### config.mk
export PLATFORM = sky130hd
export DESIGN_NAME = oc8051_cxrom_fetch_flat
export DESIGN_NICKNAME = d
export VERILOG_FILES = /design/src/rtl/oc8051_cxrom_fetch_pkg.sv /design/src/rtl/oc8051_cxrom_fetch_if.sv /design/src/rtl/oc8051_cxrom_fetch_queue.sv /design/src/rtl/oc8051_cxrom_fetch.sv /design/src/flat_wrapper.sv
export SDC_FILE = /design/constraint.sdc
export NUM_CORES = 1
export LEC_CHECK = 0
export CAP_MARGIN = 10
export CORE_ASPECT_RATIO = 0.75
export CORE_MARGIN = 10
export CORE_UTILIZATION = 53
export CTS_BUF_LIST = sky130_fd_sc_hd__clkbuf_16
export DETAILED_ROUTE_END_ITERATION = 8
export PLACE_DENSITY = 0.81
export SLEW_MARGIN = 20
export SYNTH_ARGS = -nofsm -noshare
export SYNTH_HDL_FRONTEND = slang
export SYNTH_SLANG_ARGS = --single-unit
### constraint.sdc
create_clock -name clk -period 4.6 [get_ports clk]
set_input_delay 1.38 -clock clk [delete_from_list [all_inputs] [get_ports clk]]
set_output_delay 1.38 -clock clk [all_outputs]
set_load 0.1 [all_outputs]
### src/rtl/oc8051_cxrom_fetch_pkg.sv
// Shared constants for the oc8051 code-ROM fetch unit.
//   FETCH_DEPTH : default byte-queue capacity
//   ROM_W       : width of one combinational ROM word (bits)
//   ROM_BYTES   : bytes delivered per ROM access
//   MAX_INSN    : longest oc8051 instruction in bytes (decoder window)
//   ADDR_W      : code address width
package oc8051_fetch_pkg;
  localparam int FETCH_DEPTH = 8;
  localparam int ROM_W       = 32;
  localparam int ROM_BYTES   = ROM_W / 8;
  localparam int MAX_INSN    = 3;
  localparam int ADDR_W      = 16;

  typedef logic [ADDR_W-1:0] addr_t;
  typedef logic [7:0]        byte_t;
endpackage

### src/rtl/oc8051_cxrom_fetch_if.sv
// Bus bundle between the fetch unit and its neighbours (code ROM + decoder).
//   master : the fetch unit (drives cxrom_addr and the op_* window, count)
//   slave  : the core/ROM side (drives pc_load/pc_new, consume, cxrom_data_in)
interface oc8051_cxrom_fetch_if #(
  parameter int CNT_W = 4
);
  import oc8051_fetch_pkg::*;

  logic                    pc_load;
  addr_t                   pc_new;
  addr_t                   cxrom_addr;
  logic [ROM_W-1:0]        cxrom_data_in;
  logic                    op_valid;
  logic [MAX_INSN*8-1:0]   op_bytes;
  addr_t                   op_pc;
  logic [1:0]              consume;
  logic [CNT_W-1:0]        count;

  modport master (
    input  pc_load, pc_new, cxrom_data_in, consume,
    output cxrom_addr, op_valid, op_bytes, op_pc, count
  );

  modport slave (
    output pc_load, pc_new, cxrom_data_in, consume,
    input  cxrom_addr, op_valid, op_bytes, op_pc, count
  );
endinterface

### src/rtl/oc8051_cxrom_fetch_queue.sv
// Byte FIFO for the fetch unit.
//   push/push_data : append ROM_BYTES bytes, byte 0 first
//   pop_n          : drop 0..3 bytes from the head
//   flush          : synchronous empty; overrides push and pop
//   peek           : the MAX_INSN oldest bytes, byte 0 in the low lane
//   count          : occupancy in bytes
// DEPTH must be a power of two so the pointers wrap for free.
module oc8051_fetch_queue
  import oc8051_fetch_pkg::*;
#(
  parameter int DEPTH = FETCH_DEPTH,
  parameter int CNT_W = $clog2(DEPTH + 1)
) (
  input  logic                  clk,
  input  logic                  rst,
  input  logic                  flush,
  input  logic                  push,
  input  logic [ROM_W-1:0]      push_data,
  input  logic [1:0]            pop_n,
  output logic [MAX_INSN*8-1:0] peek,
  output logic [CNT_W-1:0]      count
);
  localparam int PTR_W = $clog2(DEPTH);

  logic [DEPTH-1:0][7:0] mem;
  logic [PTR_W-1:0]      rd_ptr, wr_ptr;
  logic [CNT_W-1:0]      cnt;

  // Peek lanes read straight from storage; wrap comes from the pointer width.
  for (genvar i = 0; i < MAX_INSN; i++) begin : g_peek
    assign peek[8*i +: 8] = mem[rd_ptr + PTR_W'(i)];
  end

  assign count = cnt;

  // Storage: writes may land on slots being popped this same edge; those
  // slots are free afterwards, and the peek above reads pre-edge contents.
  always_ff @(posedge clk or posedge rst) begin
    if (rst) begin
      mem <= '0;
    end else if (!flush && push) begin
      for (int i = 0; i < ROM_BYTES; i++)
        mem[wr_ptr + PTR_W'(i)] <= push_data[8*i +: 8];
    end
  end

  always_ff @(posedge clk or posedge rst) begin
    if (rst) begin
      rd_ptr <= '0;
      wr_ptr <= '0;
      cnt    <= '0;
    end else if (flush) begin
      rd_ptr <= '0;
      wr_ptr <= '0;
      cnt    <= '0;
    end else begin
      rd_ptr <= rd_ptr + PTR_W'(pop_n);
      if (push) wr_ptr <= wr_ptr + PTR_W'(ROM_BYTES);
      cnt <= cnt - CNT_W'(pop_n) + (push ? CNT_W'(ROM_BYTES) : CNT_W'(0));
    end
  end

  // Occupancy must stay within [0, DEPTH]; anything else is a control bug upstream.
  always_ff @(posedge clk) begin
    if (!rst && !flush) begin
      assert (int'(cnt) >= int'(pop_n));
      assert (int'(cnt) - int'(pop_n) + (push ? ROM_BYTES : 0) <= DEPTH);
    end
  end
endmodule

### src/rtl/oc8051_cxrom_fetch.sv
// oc8051 code-ROM fetch unit: requester side of the combinational cxrom port.
//   clk, rst      : clock, asynchronous active-high reset
//   bus.master    : cxrom_addr/cxrom_data_in to the ROM, op_valid/op_bytes/op_pc
//                   window and consume from the decoder, pc_load/pc_new redirect,
//                   count (queue occupancy)
// The ROM answers in the same cycle, so a fill is a single-edge event: whenever
// the queue will have room for a whole word after this cycle's consume, the
// word at fetch_ptr is appended.  DEPTH: power of two, at least 8.
module oc8051_cxrom_fetch
  import oc8051_fetch_pkg::*;
#(
  parameter int    DEPTH    = FETCH_DEPTH,
  parameter addr_t RESET_PC = 16'h0000
) (
  input  logic              clk,
  input  logic              rst,
  oc8051_cxrom_fetch_if.master bus
);
  localparam int CNT_W = $clog2(DEPTH + 1);

  addr_t              fetch_ptr, rd_pc;
  logic [CNT_W-1:0]   cnt, cnt_after;
  logic [1:0]         eff_c;
  logic               fill_en;
  logic               op_valid;

  assign op_valid = (cnt >= CNT_W'(MAX_INSN));

  // A consume against an incomplete window is meaningless and dropped.
  assign eff_c     = op_valid ? bus.consume : 2'd0;
  assign cnt_after = cnt - CNT_W'(eff_c);
  assign fill_en   = (cnt_after <= CNT_W'(DEPTH - ROM_BYTES));

  oc8051_fetch_queue #(.DEPTH(DEPTH), .CNT_W(CNT_W)) u_queue (
    .clk       (clk),
    .rst       (rst),
    .flush     (bus.pc_load),
    .push      (fill_en),
    .push_data (bus.cxrom_data_in),
    .pop_n     (eff_c),
    .peek      (bus.op_bytes),
    .count     (cnt)
  );

  // Redirect wins over both fill and consume of the same cycle.
  always_ff @(posedge clk or posedge rst) begin
    if (rst) begin
      fetch_ptr <= RESET_PC;
      rd_pc     <= RESET_PC;
    end else if (bus.pc_load) begin
      fetch_ptr <= bus.pc_new;
      rd_pc     <= bus.pc_new;
    end else begin
      if (fill_en) fetch_ptr <= fetch_ptr + ADDR_W'(ROM_BYTES);
      rd_pc <= rd_pc + ADDR_W'(eff_c);
    end
  end

  assign bus.cxrom_addr = fetch_ptr;
  assign bus.op_valid   = op_valid;
  assign bus.op_pc      = rd_pc;
  assign bus.count      = cnt;
endmodule
### src/flat_wrapper.sv
// flat-port wrapper written by rule: the top's interface ports become plain ports
module oc8051_cxrom_fetch_flat import oc8051_fetch_pkg::*;
#(
  parameter int    DEPTH    = FETCH_DEPTH,
  parameter addr_t RESET_PC = 16'h0000
)
  (clk, rst, bus_pc_load, bus_pc_new, bus_cxrom_data_in, bus_consume, bus_cxrom_addr, bus_op_valid, bus_op_bytes, bus_op_pc, bus_count);
  oc8051_cxrom_fetch_if bus_i ();
  input  logic clk;
  input  logic rst;
  input wire logic [$bits(bus_i.pc_load)-1:0] bus_pc_load;
  input wire logic [$bits(bus_i.pc_new)-1:0] bus_pc_new;
  input wire logic [$bits(bus_i.cxrom_data_in)-1:0] bus_cxrom_data_in;
  input wire logic [$bits(bus_i.consume)-1:0] bus_consume;
  output wire logic [$bits(bus_i.cxrom_addr)-1:0] bus_cxrom_addr;
  output wire logic [$bits(bus_i.op_valid)-1:0] bus_op_valid;
  output wire logic [$bits(bus_i.op_bytes)-1:0] bus_op_bytes;
  output wire logic [$bits(bus_i.op_pc)-1:0] bus_op_pc;
  output wire logic [$bits(bus_i.count)-1:0] bus_count;
  assign bus_i.pc_load = bus_pc_load;
  assign bus_i.pc_new = bus_pc_new;
  assign bus_i.cxrom_data_in = bus_cxrom_data_in;
  assign bus_i.consume = bus_consume;
  assign bus_cxrom_addr = bus_i.cxrom_addr;
  assign bus_op_valid = bus_i.op_valid;
  assign bus_op_bytes = bus_i.op_bytes;
  assign bus_op_pc = bus_i.op_pc;
  assign bus_count = bus_i.count;
  oc8051_cxrom_fetch #(.DEPTH(DEPTH), .RESET_PC(RESET_PC)) u_core (.clk(clk), .rst(rst), .bus(bus_i));
endmodule
# Word-level counts from Yosys, hierarchy flattened
# Index checks and enable logic that the tools add are counted.
word_totals:
  output_inout_bits: 61
  input_bits: 53
  ram_bits: 0
  mem_bits_ro: 0
  mem_count: 0
  latch_bits: 0
  ff_bits: 106
  wordCells: 71
op_classes:
  shift: 0
  bitwise_logic: 0
  addsub: 11
  n_eq_ne: 0
  div_mod_pow: 0
  mux: 27
  n_mul: 0
  n_reduce_logical: 7
  n_lt_le_gt_ge: 13
op_table:
  columns: ["op", "count"]
  rows:
  - ["bitwise mux 64 bit", 4]
  - ["demux 8 bit (select 3 bit)", 4]
  - ["binary-select mux 8 bit (select 3 bit)", 3]
  - ["two-way mux 8 bit", 7]
  - ["two-way mux 16 bit", 3]
  - ["less-than comparator 3 x 4 -> 1 bit (second input constant)", 7]
  - ["adder 16 x 2 -> 16 bit", 1]
  - ["adder 16 x 3 -> 16 bit (second input constant)", 1]
  - ["greater-or-equal comparator 3 x 1 -> 1 bit (second input constant)", 4]
  - ["two-way mux 3 bit", 4]
  - ["adder 3 x 2 -> 3 bit (second input constant)", 3]
  - ["adder 3 x 1 -> 3 bit (second input constant)", 2]
  - ["logical AND 1 bit", 5]
  - ["adder 4 x 3 -> 4 bit", 1]
  - ["greater-or-equal comparator 4 x 2 -> 1 bit (second input constant)", 1]
  - ["less-or-equal comparator 4 x 3 -> 1 bit (second input constant)", 1]
  - ["two-way mux 4 bit", 1]
  - ["subtractor 4 x 2 -> 4 bit", 1]
  - ["adder 3 x 2 -> 3 bit", 1]
  - ["adder 3 bit (second input constant)", 1]
  - ["two-way mux 2 bit", 1]
  - ["nonzero test 2 bit", 1]
  - ["zero test 1 bit", 1]

# Longest topological paths before layout
depth:
  word_depth: 8
  depth_mapped: 12

# By module
# Synthesis repeated with hierarchy kept, for this count alone.
hier_totals:
  cells_unflattened: 458
  area_unflattened_um2: 6045.8
by_module_without_submodules:
  columns: ["module", "instances", "seq_area_each_um2", "area_per_inst_um2", "cells_each"]
  rows:
  - ["oc8051_fetch_queue", 1, 1801.7, 4140.2, 249]
  - ["oc8051_cxrom_fetch", 1, 800.8, 1905.6, 209]

# Worst setup path after synthesis
# No wires, ideal clock.
synth_timing:
  kind: "register to register"
  from: "register u_core.u_queue.cnt[1], in the netlist u_core.u_queue.count[1]"
  to: "register u_core.u_queue.mem[10] in the netlist's numbering"
  arrival_ns: 5.830
  t_required_ns: 4.475
  path_slack_ns: -1.355
  stages_incl_launch_ff: 12
  period_less_slack_ns: 5.955
  path_buffers: 2
  path_cell_list: "dfrtp_1 inv_1 o21ai_0 nand2_1 ha_1 nor2b_4 o31a_1 buf_6 nor3_4 nor3b_4 buf_6 mux2_4"
synth_via:
  elab_chain_cells: 5
synth_lines:
  columns: ["item", "line", "source"]
  rows:
  - ["from (decl)", "oc8051_cxrom_fetch_queue.sv:27", "logic [CNT_W-1:0] cnt;"]
  - ["from (signal assigned)", "oc8051_cxrom_fetch_queue.sv:59", "cnt <= cnt - CNT_W'(pop_n) + (push ? CNT_W'(ROM_BYTES) : CNT_W'(0));"]
  - ["greater-or-equal comparator 4 x 2 -> 1 bit", "oc8051_cxrom_fetch.sv:27", "assign op_valid = (cnt >= CNT_W'(MAX_INSN));"]
  - ["net bus_op_valid", "flat_wrapper.sv:16", "output wire logic [$bits(bus_i.op_valid)-1:0] bus_op_valid;"]
  - ["two-way mux 2 bit", "oc8051_cxrom_fetch.sv:30", "assign eff_c = op_valid ? bus.consume : 2'd0;"]
  - ["subtractor 4 x 2 -> 4 bit", "oc8051_cxrom_fetch.sv:31", "assign cnt_after = cnt - CNT_W'(eff_c);"]
  - ["less-or-equal comparator 4 x 3 -> 1 bit", "oc8051_cxrom_fetch.sv:32", "assign fill_en = (cnt_after <= CNT_W'(DEPTH - ROM_BYTES));"]
  - ["logical AND 1 bit", "oc8051_cxrom_fetch_queue.sv:41", "end else if (!flush && push) begin"]
  - ["to (signal, indexed assignment)", "oc8051_cxrom_fetch_queue.sv:43", "mem[wr_ptr + PTR_W'(i)] <= push_data[8*i +: 8];"]
  - ["to (decl)", "oc8051_cxrom_fetch_queue.sv:25", "logic [DEPTH-1:0][7:0] mem;"]
# The timed path passes the listed nets, and every way through them passes these cells.
# A chain may end at the register's enable or synchronous reset.

# Worst setup path in the final report
layout_timing:
  from: "input bus_consume[0]"
  to: "register u_core.u_queue.mem[0] in the netlist's numbering"
layout_via:
  elab_chain_cells: 4
layout_lines:
  columns: ["item", "line", "source"]
  rows:
  - ["from (decl)", "flat_wrapper.sv:14", "input wire logic [$bits(bus_i.consume)-1:0] bus_consume;"]
  - ["two-way mux 2 bit", "oc8051_cxrom_fetch.sv:30", null]
  - ["subtractor 4 x 2 -> 4 bit", "oc8051_cxrom_fetch.sv:31", null]
  - ["less-or-equal comparator 4 x 3 -> 1 bit", "oc8051_cxrom_fetch.sv:32", null]
  - ["logical AND 1 bit", "oc8051_cxrom_fetch_queue.sv:41", null]
# Every way passes these cells.

==> impl_metrics.ini <==
[routing]
wire_per_inst_um = 20.0
ant_nets = 0
wirelength_mm = 14.6
drt-initial-drc-count = 251
first_pass_iters = 4
drc = 0
vias_per_cell = 5.79
vias = 4211

[logic_synthesis]
netlist.area_leader.share = 0.435
synthAdderAreaFrac = 0.0268
ys_seq_elements = 104
synth_xor_area_frac = 0.0381
syn-cell-area_um2 = 5980
yosysTopAreaCell = dfrtp_1
ys.flop_type = dfrtp_1
synth_mux_area_frac = 0.318
synth_cell_types = 46
yosys.area_share.simple = 0.101
ys_seq_area_frac = 0.435
synthCells = 477
synth_compound_area_frac = 0.0454
yosysMostFrequentCell = dfrtp_1
synth.top_cells.by_count = dfrtp_1, mux2_2, nand2_1
synth_area_per_cell_um2 = 12.5
synth_edf_count = 0
synth_nets = 541
yosys_warnings = 0
synth_area_leaders = dfrtp_1, mux2_2, mux4_2
async_reset_ff_frac = 1.00
synth_top_family_by_area = multiplexers

[floorplan]
boundaryPins = 114
fp.dieW_um = 143
initial_core_util = 0.545
coreArea_um2 = 11000
row_count = 33
fp.dieArea_um2 = 16000
fp.dieH_um = 112

[final_layout]
nets = 646
diodes = 0
area_delta_synth_final_pct = 27.1
drive_gt1_frac = 0.308

[timing]
fmax_ghz = 0.252
min_period_ns = 3.96
setup_tns_ns = 0
timing.final.crit_share = 0.862
setup_violations = 0
hold_viol = 0
maxSlewViolCount = 0
skew_ns = 0.00602
max-slew-margin-rel = 0.322
tightest_slew_ns = 1.01
rsz0062_at_grt = false

[worst_setup_path]
cp_slowest_cell = fa_1
worst-path-max-fanout = 32
critPathTopFamily = simple AND/OR/NAND/NOR gates
critical_path.cell_chain = clkdlybuf4s50_1, and2_1, ha_1, fa_1, xnor2_1, nor2_1, nor3_4, nor3b_4, buf_12, mux2_2
crit_arrival_ns = 4.19
crit_type = primary input to flip-flop
cp-end-kind = flip-flop
worstSetupPathDepth = 10
required_ns = 4.83
cp-start-kind = primary input
path_buf_inv = 2
cp_slowest_stage_delay_ns = 0.43
rr_worst_depth = 11

[global_route]
grt_max_degree = 61
grt_first_pass_wirelength_mm = 24.0
grt_pass1_vias = 4446
grt_usage = 0.187
antenna_found_initial = 0
gr-total-overflow = 0

[placement]
dpl.hpwl_mm = 10.5
place_congestion = 0.821
portBuffers = 113

[worst_hold_path]
hold_class = flip-flop to flip-flop
hold_depth = 1

[clocking]
clock_path_buffers = 2
cts.repair.resized = 0
numCtsBuffers = 9
htreeDepth = 3
clock_sinks = 104
postCtsSetupBuffers = 0
cts_tree = done
cts_hold_buffers = 0
clk_latency_ns = 0.34
clk_pin_slew_ns = 0.07
cts-root-buf = clkbuf_16

[flow_run]
max_cap_violations = 0

[outcome]
status = finished clean
## worst reg2reg max path: cells and delay by family, from the launching register on
kind	cells	cell delay [ns]
buf+inv	1	0.29
simple gates	5	0.90
fa+ha+maj	2	0.68
compound gates	1	0.08
mux	1	0.38
flops	1	0.45
xor+xnor	1	0.35
## worst paths after layout
| check | start | end | slack (ns) |
|---|---|---|---|
| setup / recovery | bus_consume[0] | u_core.u_queue.mem[0] | 0.64 |
| hold / removal | u_core.bus.cxrom_addr[1] | u_core.bus.cxrom_addr[1] | 0.51 |
| setup reg to reg | u_core.u_queue.count[2] | u_core.u_queue.mem[0] | 1.35 |
| hold reg to reg | u_core.bus.cxrom_addr[1] | u_core.bus.cxrom_addr[1] | 0.51 |
| max in group asynchronous | rst | u_core.u_queue.mem[11] | 2.42 |
| min in group asynchronous | rst | u_core.bus.op_pc[13] | 1.46 |
## metal layers
metal / global-route usage / up-vias / part of all wire
li1: - / 1944 / -
met1: 0.242 / 2154 / 0.43
met2: 0.308 / 97 / 0.51
met3: 0.0382 / 16 / 0.040
met4: 0.0556 / 0 / 0.015
met5: 0 / - / 0
## per-stage QoR
step / instances / utilization / hold WS [ns] / cell area (um2) / setup slack [ns]
6_report: 727 / 0.692 / 0.506 / 7600 / 0.637
3_5_place_dp: 711 / 0.664 / 0.500 / 7290 / 0.273
5_1_grt: 727 / 0.692 / 0.550 / 7600 / 0.399
2_1_floorplan: 477 / - / 0.475 / 5980 / 0.182
4_1_cts: 727 / 0.692 / 0.515 / 7600 / 0.590
3_3_place_gp: 711 / 0.664 / 0.493 / 7290 / 0.340
## area by class of cell
type                            instances  area (um2)
Fill cell                             768        3380
Clock buffer                            9         225
Multi-Input combinational cell        328        3170
Sequential cell                       104        2600
Inverter                               16        62.6
Clock inverter                          7        88.8
Tap cell                              140         175
Timing Repair Buffer                  123        1280
## sequential cells by signal, summed over array words and instances, names as in the netlist
name and flops:
u_core.bus.cxrom_addr 16, u_core.bus.op_pc 16, u_core.u_queue.count 4, u_core.u_queue.mem 64, u_core.u_queue.rd_ptr 3, u_core.u_queue.wr_ptr 1
## cells by family (layout without fill, tap and decap cells)
kind of cell,count (synthesis),after routing
AOI/OAI and AO/OA,46,46
muxes,136,136
xor gates and xnor gates,26,26
buffers and inverters,45,155
adders and majority gates,11,11
DFF,104,104
and+or+nand+nor,109,109
## layout by cell type (no fill, tap or decap), types with 5 or more instances in the layout
cell type	synthesis	routed
dfrtp_1	104	103
clkdlybuf4s50_1	0	88
mux2_2	71	71
nand2_1	34	34
mux2_4	30	30
mux4_2	24	24
buf_4	3	23
o21ai_0	30	21
nor2_1	18	18
inv_1	16	17
xnor2_1	13	13
xor2_1	13	13
buf_12	0	11
nor3_1	10	10
mux2i_1	10	10
clkbuf_16	0	9
o21ai_1	0	8
ha_1	8	8
nor2b_1	7	7
nor4_1	7	7
nand3_1	6	6
and3_1	5	5
Power is not shown: default switching activity piles up to over one toggle a cycle in this logic, so the estimate is an artifact.
